==> src/rtl/sysarr_sched_ctrl_if.sv <==
// sysarr_sched_ctrl_if: host command and array/buffer control bundle for the systolic schedule controller
interface sysarr_sched_ctrl_if #(
  parameter int ARRAY_DIM = 8,
  parameter int ADDR_BW   = 8,
  parameter int WAW       = (ARRAY_DIM > 1) ? $clog2(ARRAY_DIM) : 1
);
  logic                 start;
  logic                 reuse_w;
  logic [ADDR_BW-1:0]   num_vec;
  logic                 busy;
  logic                 done;
  logic                 w_rd_en;
  logic [WAW-1:0]       w_rd_addr;
  logic [ARRAY_DIM-1:0] we_rl;
  logic                 x_rd_en;
  logic [ADDR_BW-1:0]   x_rd_addr;
  logic                 o_valid;
  logic [ADDR_BW-1:0]   o_wr_addr;
  modport master (
    output start, reuse_w, num_vec,
    input  busy, done, w_rd_en, w_rd_addr, we_rl, x_rd_en, x_rd_addr, o_valid, o_wr_addr
  );
  modport slave (
    input  start, reuse_w, num_vec,
    output busy, done, w_rd_en, w_rd_addr, we_rl, x_rd_en, x_rd_addr, o_valid, o_wr_addr
  );
endinterface

==> src/rtl/sysarr_sched_ctrl.sv <==
// sysarr_sched_ctrl: weight reload, activation feed and output-valid tracking for a weight-stationary systolic array
module sysarr_sched_ctrl #(
  parameter int ARRAY_DIM = 8,
  parameter int PIPE_LAT  = 16,
  parameter int ADDR_BW   = 8
) (
  input logic              clk,
  input logic              rst,
  sysarr_sched_ctrl_if.slave bus
);
  localparam int WAW = (ARRAY_DIM > 1) ? $clog2(ARRAY_DIM) : 1;
  localparam int CW  = $clog2(ARRAY_DIM + 1);
  typedef enum logic [2:0] {IDLE, LOAD_W, FEED, DRAIN, DONE} state_t;
  state_t               st;
  logic [ADDR_BW-1:0]   n;
  logic [ADDR_BW-1:0]   oc;
  logic [CW-1:0]        wc;
  logic [PIPE_LAT-1:0]  vsr;
  logic                 busy;
  logic                 done;
  logic                 w_en;
  logic [WAW-1:0]       w_addr;
  logic [ARRAY_DIM-1:0] we;
  logic                 x_en;
  logic [ADDR_BW-1:0]   x_addr;
  logic                 o_valid;
  assign o_valid       = vsr[PIPE_LAT-1];
  assign bus.busy      = busy;
  assign bus.done      = done;
  assign bus.w_rd_en   = w_en;
  assign bus.w_rd_addr = w_addr;
  assign bus.we_rl     = we;
  assign bus.x_rd_en   = x_en;
  assign bus.x_rd_addr = x_addr;
  assign bus.o_valid   = o_valid;
  assign bus.o_wr_addr = oc;
  always_ff @(posedge clk) begin
    if (rst) begin
      st     <= IDLE;
      n      <= '0;
      oc     <= '0;
      wc     <= '0;
      vsr    <= '0;
      busy   <= 1'b0;
      done   <= 1'b0;
      w_en   <= 1'b0;
      w_addr <= '0;
      we     <= '0;
      x_en   <= 1'b0;
      x_addr <= '0;
    end else begin
      // valid pipe mirrors the array latency in every state so output tracking overlaps FEED
      vsr <= (vsr << 1) | PIPE_LAT'(x_en);
      if (o_valid) oc <= oc + 1'b1;
      case (st)
        IDLE: if (bus.start && bus.num_vec != '0) begin
          n    <= bus.num_vec;
          busy <= 1'b1;
          oc   <= '0;
          wc   <= '0;
          if (bus.reuse_w) begin
            st     <= FEED;
            x_en   <= 1'b1;
            x_addr <= '0;
          end else begin
            st     <= LOAD_W;
            w_en   <= 1'b1;
            w_addr <= '0;
          end
        end
        LOAD_W: begin
          wc     <= wc + 1'b1;
          w_en   <= wc < CW'(ARRAY_DIM - 1);
          w_addr <= (wc < CW'(ARRAY_DIM - 1)) ? w_addr + 1'b1 : '0;
          // strobe trails the read by one cycle to meet the buffer's read latency
          we     <= (wc == '0) ? ARRAY_DIM'(1) : we << 1;
          if (wc == CW'(ARRAY_DIM)) begin
            st     <= FEED;
            x_en   <= 1'b1;
            x_addr <= '0;
          end
        end
        FEED: if (x_addr == n - 1'b1) begin
          st     <= DRAIN;
          x_en   <= 1'b0;
          x_addr <= '0;
        end else begin
          x_addr <= x_addr + 1'b1;
        end
        DRAIN: if (o_valid && oc == n - 1'b1) begin
          st   <= DONE;
          done <= 1'b1;
        end
        DONE: begin
          st   <= IDLE;
          done <= 1'b0;
          busy <= 1'b0;
        end
        default: st <= IDLE;
      endcase
    end
  end
endmodule

==> src/flat_wrapper.sv <==
// flat-port wrapper written by rule: the top's interface ports become plain ports
module sysarr_sched_ctrl_flat 
#(
  parameter int ARRAY_DIM = 8,
  parameter int PIPE_LAT  = 16,
  parameter int ADDR_BW   = 8
)
  (clk, rst, bus_start, bus_reuse_w, bus_num_vec, bus_busy, bus_done, bus_w_rd_en, bus_w_rd_addr, bus_we_rl, bus_x_rd_en, bus_x_rd_addr, bus_o_valid, bus_o_wr_addr);
  sysarr_sched_ctrl_if #(.ARRAY_DIM(ARRAY_DIM), .ADDR_BW(ADDR_BW)) bus_i ();
  input logic clk;
  input logic rst;
  input wire logic [$bits(bus_i.start)-1:0] bus_start;
  input wire logic [$bits(bus_i.reuse_w)-1:0] bus_reuse_w;
  input wire logic [$bits(bus_i.num_vec)-1:0] bus_num_vec;
  output wire logic [$bits(bus_i.busy)-1:0] bus_busy;
  output wire logic [$bits(bus_i.done)-1:0] bus_done;
  output wire logic [$bits(bus_i.w_rd_en)-1:0] bus_w_rd_en;
  output wire logic [$bits(bus_i.w_rd_addr)-1:0] bus_w_rd_addr;
  output wire logic [$bits(bus_i.we_rl)-1:0] bus_we_rl;
  output wire logic [$bits(bus_i.x_rd_en)-1:0] bus_x_rd_en;
  output wire logic [$bits(bus_i.x_rd_addr)-1:0] bus_x_rd_addr;
  output wire logic [$bits(bus_i.o_valid)-1:0] bus_o_valid;
  output wire logic [$bits(bus_i.o_wr_addr)-1:0] bus_o_wr_addr;
  assign bus_i.start = bus_start;
  assign bus_i.reuse_w = bus_reuse_w;
  assign bus_i.num_vec = bus_num_vec;
  assign bus_busy = bus_i.busy;
  assign bus_done = bus_i.done;
  assign bus_w_rd_en = bus_i.w_rd_en;
  assign bus_w_rd_addr = bus_i.w_rd_addr;
  assign bus_we_rl = bus_i.we_rl;
  assign bus_x_rd_en = bus_i.x_rd_en;
  assign bus_x_rd_addr = bus_i.x_rd_addr;
  assign bus_o_valid = bus_i.o_valid;
  assign bus_o_wr_addr = bus_i.o_wr_addr;
  sysarr_sched_ctrl #(.ARRAY_DIM(ARRAY_DIM), .PIPE_LAT(PIPE_LAT), .ADDR_BW(ADDR_BW)) u_core (.clk(clk), .rst(rst), .bus(bus_i));
endmodule
==> config.mk <==
export PLATFORM = sky130hd
export DESIGN_NAME = sysarr_sched_ctrl_flat
export DESIGN_NICKNAME = d
export VERILOG_FILES = /design/src/rtl/sysarr_sched_ctrl_if.sv /design/src/rtl/sysarr_sched_ctrl.sv /design/src/flat_wrapper.sv
export SDC_FILE = /design/constraint.sdc
export NUM_CORES = 1
export LEC_CHECK = 0
export BUFFER_PORTS_ARGS = -buffer_cell sky130_fd_sc_hd__buf_2
export CORE_MARGIN = 8
export CORE_UTILIZATION = 45
export CTS_BUF_LIST = sky130_fd_sc_hd__clkbuf_4 sky130_fd_sc_hd__clkbuf_8 sky130_fd_sc_hd__clkbuf_16
export DETAILED_ROUTE_END_ITERATION = 8
export GPL_TIMING_DRIVEN = 1
export PLACE_DENSITY = 0.61
export SYNTH_ARGS = -nofsm -noshare
export SYNTH_HDL_FRONTEND = slang
export SYNTH_SLANG_ARGS = --single-unit
==> constraint.sdc <==
create_clock -name clk -period 6.2 [get_ports clk]
set_clock_uncertainty 0.2 [all_clocks]
set_input_delay 0.93 -clock clk [delete_from_list [all_inputs] [get_ports clk]]
set_output_delay 0.93 -clock clk [all_outputs]
set_load 0.01 [all_outputs]
==> impl_metrics.py <==
metrics = {
    "yosys": {
        "post-synth-top-count-cell": "dfxtp_1",
        "synthTopCellsByArea": "dfxtp_1 42%, xnor2_1 5.7%, xor2_1 5.7%",
        "synth_seq_cells": 62,
        "ys_top_cells_by_count": "62 x dfxtp_1, 35 x nor2_1, 21 x a21oi_1",
        "syn_avg_cell_area_um2": 9.081,
        "syn-instance-count": 322,
        "ys_async_sr_fraction_pct": 0,
        "ys_warn_count": 0,
        "synth-main-ff-cell": "dfxtp_1",
        "netlist.area_leader.share_pct": 42.45,
        "syn_area_mm2": 0.002924,
        "yosysTopAreaCell": "dfxtp_1",
        "synth-edff-count": 0,
        "netlist-cell-type-count": 56,
        "synth_nets": 340,
        "ys_seq_area_share_pct": 42.45,
    },
    "power": {
        "combPwrFrac_pct": 20.3,
        "p_clk_share_pct": 38.6,
        "leakage_nw": 1.395,
        "pwr-share-seq_pct": 41.1,
        "vdd_drop_max_mv": 0.1472,
        "netSwitchingFraction_pct": 28.28,
        "p_sw_uw": 314.8,
        "powerDensity_mw_per_mm2": 328.5,
        "internal_power_uw": 798.2,
    },
    "cells_and_area": {
        "nNetsFinal": 376,
        "fin_area_mm2": 0.003388,
        "num_antenna_cells": 0,
        "final_layout_size_suffix_gt1_share_pct": 22.10,
        "area_growth_pct": 15.88,
    },
    "die": {
        "die_w_um": 96.61,
        "start_util_pct": 46.31,
        "coreArea_mm2": 0.006314,
        "io_pins": 44,
        "die_y_um": 96.61,
        "die_area_mm2": 0.009333,
        "rows": 29,
    },
    "worst_setup_path": {
        "crit_path_start_kind": "flop",
        "worstSetupPathType": "reg2reg",
        "path_max_fanout": 8,
        "worstPathArrival_ns": 2.52,
        "worst-endpoint-required_ns": 6.20,
        "worst_setup_path_end_kind": "flop",
    },
    "run_status": {
        "status": "finished, final reports clean",
    },
    "drt": {
        "ant_nets": 0,
        "drt-total-wl_mm": 6.182,
        "drc": 0,
        "drt-wirelength-per-cell_um": 14.08,
        "routed_via_density": 5.253,
        "num_vias": 2306,
        "drtIter0Drc": 117,
        "firstDrtPassIters": 4,
    },
    "placement": {
        "dpl.hpwl_mm": 4.392,
        "dpl_cell_area_mm2": 0.003148,
        "globalplace.congestion": 0.7709,
        "placement.io_buffers": 43,
    },
    "clocking": {
        "hold_buffers": 0,
        "cts_tree": "built",
        "cts_buffers": 9,
        "h-tree-depth": 3,
        "cts_setup_buffers": 0,
        "ctsResizeCount": 0,
        "clockBufferDepth": 2,
        "cts.root.buffer_cell": "clkbuf_8",
        "clk_pin_slew_worst_paths_ns": 0.07,
        "cts.sinks": 62,
        "insertion_delay_ns": 0.33,
    },
    "grt": {
        "grt_usage_pct": 13.92,
        "antenna_found_initial": 0,
        "overflow": 0,
        "grt_pass1_vias": 2322,
        "grt_max_degree": 56,
        "grt_pass1_wl_mm": 11.05,
    },
    "timing": {
        "period_needed_ns": 2.525,
        "setup_viol_count_final": 0,
        "hold_ws_ns": 0.2366,
        "tightest_slew_ns": 0.5880,
        "hold_violations": 0,
        "maxSlewHeadroom_pct": 60.80,
        "period_share_pct": 40.72,
        "max_freq_mhz": 396.1,
        "tns_ns": 0,
        "rsz0062_at_grt": "no",
        "maxSlewViolCount": 0,
    },
    "job": {
        "cap_violations": 0,
    },
    "min_path": {
        "hold_path.class": "reg2reg",
    },
}
==> power by group through the flow <==
stage	logic, mW	registers, mW	clock network, mW
6_report	0.226	0.458	0.429
3_5_place_dp	0.226	0.466	0
4_1_cts	0.228	0.457	0.442
5_1_grt	0.254	0.463	0.462
2_1_floorplan	0.191	0.453	0
3_3_place_gp	0.224	0.466	0
==> through the flow <==
step	power (mW)	worst slack [ns]	std cells	utilization (%)
floorplan	0.6448	3.702	322	-
global placement	0.6907	3.518	424	49.86
detailed placement	0.6924	3.487	424	49.86
CTS	1.127	3.656	439	53.67
global route	1.179	3.492	439	53.67
finish	1.113	3.675	439	53.67
==> kinds of logic (layout without fill, tap and decap cells) <==
| logic type | Yosys count | after routing | synth area share, % |
|---|---|---|---|
| AND/OR/NAND/NOR | 130 | 130 | 24.22 |
| XOR/XNOR | 38 | 38 | 11.38 |
| AO/OA/AOI/OAI | 57 | 57 | 14.08 |
| multiplexers | 3 | 3 | 1.027 |
| flip-flops | 62 | 62 | 42.45 |
| adder cells (fa/ha/maj) | 6 | 6 | 2.567 |
| buffers and inverters | 26 | 66 | 4.279 |
==> final cells by class <==
cell class	instances	area, um2
inverter	6	22.52
clock inverter	4	95.09
timing repair buffer	45	230.2
multi-input combinational	234	1558
clock buffer	11	145.1
tap	77	96.34
sequential	62	1241
fill	596	2925
==> worst max-delay path: stages, from the launching register on <==
cell	delay, ns
dfxtp_1	0.52
inv_1	0.08
ha_1	0.32
nor3b_2	0.22
xnor2_1	0.16
nor4_2	0.31
o211ai_2	0.19
a21oi_4	0.29
nor3_1	0.09
==> placed cells by master (no fill, tap or decap), drive strengths merged, types with 2 or more instances in the layout <==
cell    count
o21ai       7
ha          6
nor2b      17
or4         3
nand3b      3
a211oi      2
a22oi       8
nor4        3
nor3b       4
nand3      16
nor2       35
and2        2
buf        45
dfxtp      62
o21a        2
mux2i       3
a21o        4
o211ai      2
nor3       14
nand4       5
bufinv      3
xor2       19
nand2      21
a21oi      23
or3         2
xnor2      19
clkbuf     11
inv         6
==> final timing paths <==
path                                      from                      end  slack, ns  cells after the start
worst max-delay path               u_core.n[0]  u_core.bus.x_rd_addr[3]       3.68                      8
worst max register to register     u_core.n[0]  u_core.bus.x_rd_addr[3]       3.68                      8
worst min register to register  u_core.vsr[11]           u_core.vsr[12]       0.24                      1
worst min-delay path            u_core.vsr[11]           u_core.vsr[12]       0.24                      1
==> sequential cells by signal, indices dropped and copies added, names as in the netlist <==
register,cells
u_core.wc,4
u_core.bus.o_wr_addr,8
u_core.bus.w_rd_addr,3
u_core.st,3
u_core.bus.busy,1
u_core.n,8
u_core.bus.w_rd_en,1
u_core.bus.we_rl,8
u_core.bus.done,1
u_core.vsr,16
u_core.bus.x_rd_addr,8
u_core.bus.x_rd_en,1
==> metal layers <==
metal	part of all wire, %	global-route usage (%)
met1	48	16.92
met3	4.3	3.983
met2	47	21.98
met5	0	0
met4	1.4	6.746
(Power assumes the default switching activity.)
